<file path="src/rtl/data_mem_pkg.sv">
// Shared types and constants for the two-port data memory arbiter.
// The state encoding and port ids are used by the top and by the bench.
package data_mem_pkg;

    localparam int ADDR_W = 9;
    localparam int DATA_W = 32;

    typedef enum logic [1:0] {
        IDLE      = 2'd0,
        ISSUE     = 2'd1,
        READ_WAIT = 2'd2,
        ERR       = 2'd3
    } state_t;

    localparam logic PORT_CPU = 1'b0;
    localparam logic PORT_DMA = 1'b1;

    function automatic logic is_word_aligned(input logic [1:0] addr_lsb);
        return addr_lsb == 2'b00;
    endfunction

endpackage

</file>
<file path="src/rtl/data_mem_arbiter_if.sv">
// One requester port of the data memory arbiter: request handshake plus response pulse.
// The requester drives through the master modport; the arbiter uses the slave modport.
interface data_mem_arbiter_if
    import data_mem_pkg::*;
#(
    parameter int AW = ADDR_W,
    parameter int DW = DATA_W
);
    logic          req_valid;
    logic          req_ready;
    logic          req_we;
    logic [AW-1:0] req_addr;
    logic [DW-1:0] req_wdata;
    logic          rsp_valid;
    logic [DW-1:0] rsp_rdata;
    logic          rsp_err;

    modport master (
        output req_valid, req_we, req_addr, req_wdata,
        input  req_ready, rsp_valid, rsp_rdata, rsp_err
    );

    modport slave (
        input  req_valid, req_we, req_addr, req_wdata,
        output req_ready, rsp_valid, rsp_rdata, rsp_err
    );
endinterface

</file>
<file path="src/rtl/data_mem_arbiter_rr.sv">
// Two-way round-robin arbiter: on contention the port that did not win last time is granted.
// last_grant resets to 1 so port 0 wins the first contention.
module rr_arbiter2 (
    input  logic       CLK,
    input  logic       RST,
    input  logic [1:0] req,
    input  logic       advance,
    output logic [1:0] gnt
);
    logic last_grant_q;
    logic last_grant_d;

    for (genvar gi = 0; gi < 2; gi++) begin : g_gnt
        assign gnt[gi] = req[gi] & (~req[1-gi] | (last_grant_q != 1'(gi)));
    end

    always_comb begin
        last_grant_d = last_grant_q;
        if (advance && (gnt != 2'b00)) begin
            last_grant_d = gnt[1];
        end
    end

    always_ff @(posedge CLK) begin
        if (RST) begin
            last_grant_q <= 1'b1;
        end else begin
            last_grant_q <= last_grant_d;
        end
    end
endmodule

</file>
<file path="src/rtl/data_mem_arbiter.sv">
// Shares a single-port, byte-addressed data memory between the CPU (port 0) and DMA (port 1).
// One transaction in flight; memory drive is registered and the 1-cycle read latency is absorbed.
module data_mem_arbiter
    import data_mem_pkg::*;
#(
    parameter int ADDRESS_WIDTH = 9,
    parameter int DATA_WIDTH    = 32
) (
    input  logic                     CLK,
    input  logic                     RST,
    data_mem_arbiter_if.slave        p0,
    data_mem_arbiter_if.slave        p1,
    output logic                     mem_we,
    output logic [ADDRESS_WIDTH-1:0] mem_a,
    output logic [DATA_WIDTH-1:0]    mem_wd,
    input  logic [DATA_WIDTH-1:0]    mem_rd
);
    state_t                   state_q, state_d;
    logic                     owner_q, owner_d;
    logic                     we_q, we_d;
    logic                     mem_we_q, mem_we_d;
    logic [ADDRESS_WIDTH-1:0] mem_a_q, mem_a_d;
    logic [DATA_WIDTH-1:0]    mem_wd_q, mem_wd_d;

    logic [1:0]               gnt;
    logic                     in_idle;
    logic                     sel_we;
    logic [ADDRESS_WIDTH-1:0] sel_addr;
    logic [DATA_WIDTH-1:0]    sel_wdata;
    logic                     rsp_fire;

    assign in_idle = (state_q == IDLE);

    rr_arbiter2 u_arb (
        .CLK     (CLK),
        .RST     (RST),
        .req     ({p1.req_valid, p0.req_valid}),
        .advance (in_idle),
        .gnt     (gnt)
    );

    assign sel_we    = gnt[1] ? p1.req_we    : p0.req_we;
    assign sel_addr  = gnt[1] ? p1.req_addr  : p0.req_addr;
    assign sel_wdata = gnt[1] ? p1.req_wdata : p0.req_wdata;

    always_comb begin
        state_d  = state_q;
        owner_d  = owner_q;
        we_d     = we_q;
        mem_we_d = 1'b0;
        mem_a_d  = mem_a_q;
        mem_wd_d = mem_wd_q;
        case (state_q)
            IDLE: begin
                if (gnt != 2'b00) begin
                    owner_d = gnt[1];
                    we_d    = sel_we;
                    // Misaligned requests never reach the memory pins.
                    if (is_word_aligned(sel_addr[1:0])) begin
                        state_d  = ISSUE;
                        mem_we_d = sel_we;
                        mem_a_d  = sel_addr;
                        mem_wd_d = sel_wdata;
                    end else begin
                        state_d = ERR;
                    end
                end
            end
            ISSUE:     state_d = we_q ? IDLE : READ_WAIT;
            READ_WAIT: state_d = IDLE;
            ERR:       state_d = IDLE;
            default:   state_d = IDLE;
        endcase
    end

    always_ff @(posedge CLK) begin
        if (RST) begin
            state_q  <= IDLE;
            owner_q  <= PORT_CPU;
            we_q     <= 1'b0;
            mem_we_q <= 1'b0;
            mem_a_q  <= '0;
            mem_wd_q <= '0;
        end else begin
            state_q  <= state_d;
            owner_q  <= owner_d;
            we_q     <= we_d;
            mem_we_q <= mem_we_d;
            mem_a_q  <= mem_a_d;
            mem_wd_q <= mem_wd_d;
        end
    end

    assign mem_we = mem_we_q;
    assign mem_a  = mem_a_q;
    assign mem_wd = mem_wd_q;

    // Writes respond in ISSUE; reads wait one more cycle for mem_rd.
    assign rsp_fire = ((state_q == ISSUE) && we_q) || (state_q == READ_WAIT) || (state_q == ERR);

    assign p0.req_ready = in_idle & gnt[0];
    assign p1.req_ready = in_idle & gnt[1];

    assign p0.rsp_valid = rsp_fire && (owner_q == PORT_CPU);
    assign p1.rsp_valid = rsp_fire && (owner_q == PORT_DMA);
    assign p0.rsp_err   = (state_q == ERR) && (owner_q == PORT_CPU);
    assign p1.rsp_err   = (state_q == ERR) && (owner_q == PORT_DMA);
    assign p0.rsp_rdata = ((state_q == READ_WAIT) && (owner_q == PORT_CPU)) ? mem_rd : '0;
    assign p1.rsp_rdata = ((state_q == READ_WAIT) && (owner_q == PORT_DMA)) ? mem_rd : '0;
endmodule

</file>
<file path="src/flat_wrapper.sv">
// flat-port wrapper written by rule: the top's interface ports become plain ports
module data_mem_arbiter_flat import data_mem_pkg::*;
#(
    parameter int ADDRESS_WIDTH = 9,
    parameter int DATA_WIDTH    = 32
)
  (CLK, RST, mem_we, mem_a, mem_wd, mem_rd, p0_req_valid, p0_req_we, p0_req_addr, p0_req_wdata, p0_req_ready, p0_rsp_valid, p0_rsp_rdata, p0_rsp_err, p1_req_valid, p1_req_we, p1_req_addr, p1_req_wdata, p1_req_ready, p1_rsp_valid, p1_rsp_rdata, p1_rsp_err);
  data_mem_arbiter_if p0_i ();
  data_mem_arbiter_if p1_i ();
  input  logic CLK;
  input  logic RST;
  output logic mem_we;
  output logic [ADDRESS_WIDTH-1:0] mem_a;
  output logic [DATA_WIDTH-1:0] mem_wd;
  input  logic [DATA_WIDTH-1:0] mem_rd;
  input wire logic [$bits(p0_i.req_valid)-1:0] p0_req_valid;
  input wire logic [$bits(p0_i.req_we)-1:0] p0_req_we;
  input wire logic [$bits(p0_i.req_addr)-1:0] p0_req_addr;
  input wire logic [$bits(p0_i.req_wdata)-1:0] p0_req_wdata;
  output wire logic [$bits(p0_i.req_ready)-1:0] p0_req_ready;
  output wire logic [$bits(p0_i.rsp_valid)-1:0] p0_rsp_valid;
  output wire logic [$bits(p0_i.rsp_rdata)-1:0] p0_rsp_rdata;
  output wire logic [$bits(p0_i.rsp_err)-1:0] p0_rsp_err;
  input wire logic [$bits(p1_i.req_valid)-1:0] p1_req_valid;
  input wire logic [$bits(p1_i.req_we)-1:0] p1_req_we;
  input wire logic [$bits(p1_i.req_addr)-1:0] p1_req_addr;
  input wire logic [$bits(p1_i.req_wdata)-1:0] p1_req_wdata;
  output wire logic [$bits(p1_i.req_ready)-1:0] p1_req_ready;
  output wire logic [$bits(p1_i.rsp_valid)-1:0] p1_rsp_valid;
  output wire logic [$bits(p1_i.rsp_rdata)-1:0] p1_rsp_rdata;
  output wire logic [$bits(p1_i.rsp_err)-1:0] p1_rsp_err;
  assign p0_i.req_valid = p0_req_valid;
  assign p0_i.req_we = p0_req_we;
  assign p0_i.req_addr = p0_req_addr;
  assign p0_i.req_wdata = p0_req_wdata;
  assign p0_req_ready = p0_i.req_ready;
  assign p0_rsp_valid = p0_i.rsp_valid;
  assign p0_rsp_rdata = p0_i.rsp_rdata;
  assign p0_rsp_err = p0_i.rsp_err;
  assign p1_i.req_valid = p1_req_valid;
  assign p1_i.req_we = p1_req_we;
  assign p1_i.req_addr = p1_req_addr;
  assign p1_i.req_wdata = p1_req_wdata;
  assign p1_req_ready = p1_i.req_ready;
  assign p1_rsp_valid = p1_i.rsp_valid;
  assign p1_rsp_rdata = p1_i.rsp_rdata;
  assign p1_rsp_err = p1_i.rsp_err;
  data_mem_arbiter #(.ADDRESS_WIDTH(ADDRESS_WIDTH), .DATA_WIDTH(DATA_WIDTH)) u_core (.CLK(CLK), .RST(RST), .p0(p0_i), .p1(p1_i), .mem_we(mem_we), .mem_a(mem_a), .mem_wd(mem_wd), .mem_rd(mem_rd));
endmodule
</file>
<file path="config.mk">
export PLATFORM = sky130hd
export DESIGN_NAME = data_mem_arbiter_flat
export DESIGN_NICKNAME = d
export VERILOG_FILES = /design/src/rtl/data_mem_pkg.sv /design/src/rtl/data_mem_arbiter_if.sv /design/src/rtl/data_mem_arbiter_rr.sv /design/src/rtl/data_mem_arbiter.sv /design/src/flat_wrapper.sv
export SDC_FILE = /design/constraint.sdc
export NUM_CORES = 1
export LEC_CHECK = 0
export BUFFER_PORTS_ARGS = -buffer_cell sky130_fd_sc_hd__buf_2
export CORE_ASPECT_RATIO = 2
export CORE_MARGIN = 5
export CORE_UTILIZATION = 30
export CTS_BUF_LIST = sky130_fd_sc_hd__clkbuf_8
export DETAILED_ROUTE_END_ITERATION = 8
export PLACE_DENSITY = 0.61
export SYNTH_ARGS = -nofsm -noshare
export SYNTH_HDL_FRONTEND = slang
export SYNTH_SLANG_ARGS = --single-unit
</file>
<file path="constraint.sdc">
create_clock -name CLK -period 1.8 [get_ports CLK]
set_input_delay 0 -clock CLK [delete_from_list [all_inputs] [get_ports CLK]]
set_output_delay 0 -clock CLK [all_outputs]
set_load 0.02 [all_outputs]
</file>
==> results.toml <==
[timing]
layout_min_cycle_time_ns = 1.61
max_freq_mhz = 621
timing.final.crit_share_pct = 89.5
slew_violations = 0
worstMarginPinSlew_ns = 0.456
setup_viol = 0
final_hold_viol_count = 0
final.setup.tns_ns = 0
rsz0062_at_grt = "false"
fin_skew_ns = 0.00232
slew_headroom_pct = 69.6

[global_route]
grt_pass1_wl_mm = 15.1
grt_pass1_vias = 3204
grt-ovfl-total = 0
grt.total_usage_pct = 15.6
antenna_found_initial = 0
grt_max_degree = 87

[worst_setup_path]
path_max_fanout = 24
worstSetupPathType = "flip-flop to flip-flop"
startpoint_type = "flip-flop"
path_cells = "nor2_1 > o21ai_0 > nor2_4 > buf_12 > mux2_2"
slowest_stage = "mux2_2"
path_buf_inv = 1
crit_arrival_ns = 1.81
critPathMaxStageDelay_ns = 0.35
endpoint_kind = "flip-flop"
critPathRequiredTime_ns = 2.00
crit_family = "simple AND/OR/NAND/NOR gates"

[routing]
vias_per_cell = 4.42
first_pass_iters = 4
wl_mm = 10.2
via_count = 3243
wire_per_inst_um = 13.9
drtIter0Drc = 78
drc = 0
ant_nets = 0

[clocking]
clockBufferDepth = 2
clockRootBuffer = "clkbuf_8"
cts_resized = 0
cts_buffers = 5
cts_tree = "done"
clk_pin_slew_worst_paths_ns = 0.09
clk_latency_ns = 0.30
clock_sinks = 47
post_cts.repair.setup_buffers = 0
htree_levels = 2

[final_layout]
n_antenna_cell = 0
nNetsFinal = 720
area_delta_synth_final_pct = 50.2
fin_util_pct = 46.3
drive_gt1_share_pct = 48.9
multi_input_area_mm2 = 0.00195
regArea_um2 = 941
n_fill_cell = 1019

[power_and_ir_drop]
power.density_cell_area_mw_per_mm2 = 631
cellLeakagePower_nw = 2.48
vdd_drop_max_v = 0.000405

[floorplan]
core_area_mm2 = 0.00976
rows = 51
start_util_pct = 30.8
fp.dieW_um = 80.8
die_area_mm2 = 0.0123
die-height_um = 152
ios = 232

[placement]
place_hpwl_mm = 8.20
placement.io_buffers = 231
gp_congestion = 0.754

[hold_path]
worstHoldPathType = "input port to flip-flop"

[synth]
netlist_instances = 372
yosysSeqAreaShare_pct = 31.3
avgSynthCellArea_um2 = 8.09
synthesis.nets = 492
ys_ff_latch = 47
synth_cell_types = 25
synth_area_mm2 = 0.00301
synth_warnings = 0

[outcome]
outcome = "completed"

[flow_run]
drv_cap = 0
-- routing by layer --
metal,GRT usage [%],routed length [um],up-vias
met5,0,0,-
met4,4.91,148,0
met3,3.67,996,8
met2,32.1,5670,159
met1,14.1,3390,1426
li1,-,-,1650
-- placed cells by master, fill, tap and decap left out, types with 2 or more instances in the layout --
cell	count
buf_2	231
nor2_1	9
nand3_1	2
and2_1	64
nor3b_1	2
a21oi_1	43
mux2_4	38
dfxtp_1	47
nor2b_1	41
buf_4	8
clkbuf_8	5
buf_12	4
dlygate4sd3_1	6
nand2_1	84
-- flip-flops by register name, summed over array words and instances, names as in the netlist --
signal,cells
u_core.mem_we,1
u_core.state_q,2
u_core.we_q,1
u_core.u_arb.last_grant_q,1
u_core.owner_q,1
u_core.mem_a,9
u_core.mem_wd,32
-- power by group --
group          switching (W)  internal [W]
Clock               0.000377      0.000414
Sequential         0.0000315       0.00110
Combinational       0.000508      0.000423
-- worst paths after layout --
check,cells after the start,endpoint,slack [ns],startpoint
worst max-delay path,5,u_core.mem_a[8]$_SDFFE_PP0P_,0.19,u_core.state_q[0]$_SDFFE_PP0P_
worst min-delay path,4,u_core.mem_wd[23]$_SDFFE_PP0P_,0.09,p1_req_wdata[23]
worst max register to register,5,u_core.mem_a[8]$_SDFFE_PP0P_,0.19,u_core.state_q[0]$_SDFFE_PP0P_
worst min register to register,2,u_core.we_q$_SDFFE_PP0P_,0.48,u_core.we_q$_SDFFE_PP0P_
-- timing repair --
| item | in CTS | in global routing |
|---|---|---|
| endpoints found under the setup margin | 0 | 0 |
| hold buffers | 6 | 0 |
| hold endpoints to repair | 1 | 0 |
-- tightest hold or removal path, delay by kind of cell --
kind	cells	cell delay, ns
multiplexers	1	0.14
AO/OA/AOI/OAI	1	0.11
buffers and inverters	1	0.07
AND/OR/NAND/NOR	1	0.04
-- kinds of logic (layout without fill, tap and decap cells) --
family | after synthesis | after routing | synth area share [%]
simple gates | 208 | 208 | 35.6
mux | 40 | 40 | 19.7
buf+inv | 28 | 257 | 4.74
compound gates | 49 | 49 | 8.73
flops | 47 | 47 | 31.3
-- cell usage after synthesis --
library cell  number  area share, %
a21boi_1           1           0.25
mux2_4            38             19
nor2_1             9            1.1
mux2_2             1           0.37
nor3_1             1           0.17
a211oi_1           1           0.25
a21bo_2            1           0.33
nor2_2             1           0.21
dfxtp_1           47             31
nand3_1            2           0.33
a221o_1            1           0.33
and3_1             1           0.21
buf_1              1           0.12
o21ai_0            1           0.17
and3b_1            1           0.29
a21oi_1           43            7.1
and2_1            64             13
mux2i_1            1           0.33
a21o_1             1           0.25
nor3b_1            3           0.75
clkbuf_1          22            2.7
nand2_1           84             10
buf_6              5            1.9
nor2b_1           41            8.5
or2b_1             1           0.25
-- layout make-up --
cell class | count | share of cell area, %
Tap cell | 132 | 3.65
Sequential cell | 47 | 20.8
Clock buffer | 5 | 1.52
Multi-Input combinational cell | 297 | 43.1
Timing Repair Buffer | 249 | 30.0
Clock inverter | 3 | 0.968
-- per-stage QoR --
step	power, W	setup WS (ns)	instances	hold WS (ns)	instance area, um^2
floorplan	0.00171	0.162	372	0.156	3010
global placement	0.00207	0.217	719	0.287	4350
detailed placement	0.00209	0.201	719	0.287	4350
CTS	0.00291	0.174	733	0.0681	4520
global route	0.00302	0.0763	733	0.0877	4520
finish	0.00285	0.189	733	0.0856	4520
Note: power is estimated with default switching activity, not from simulation.
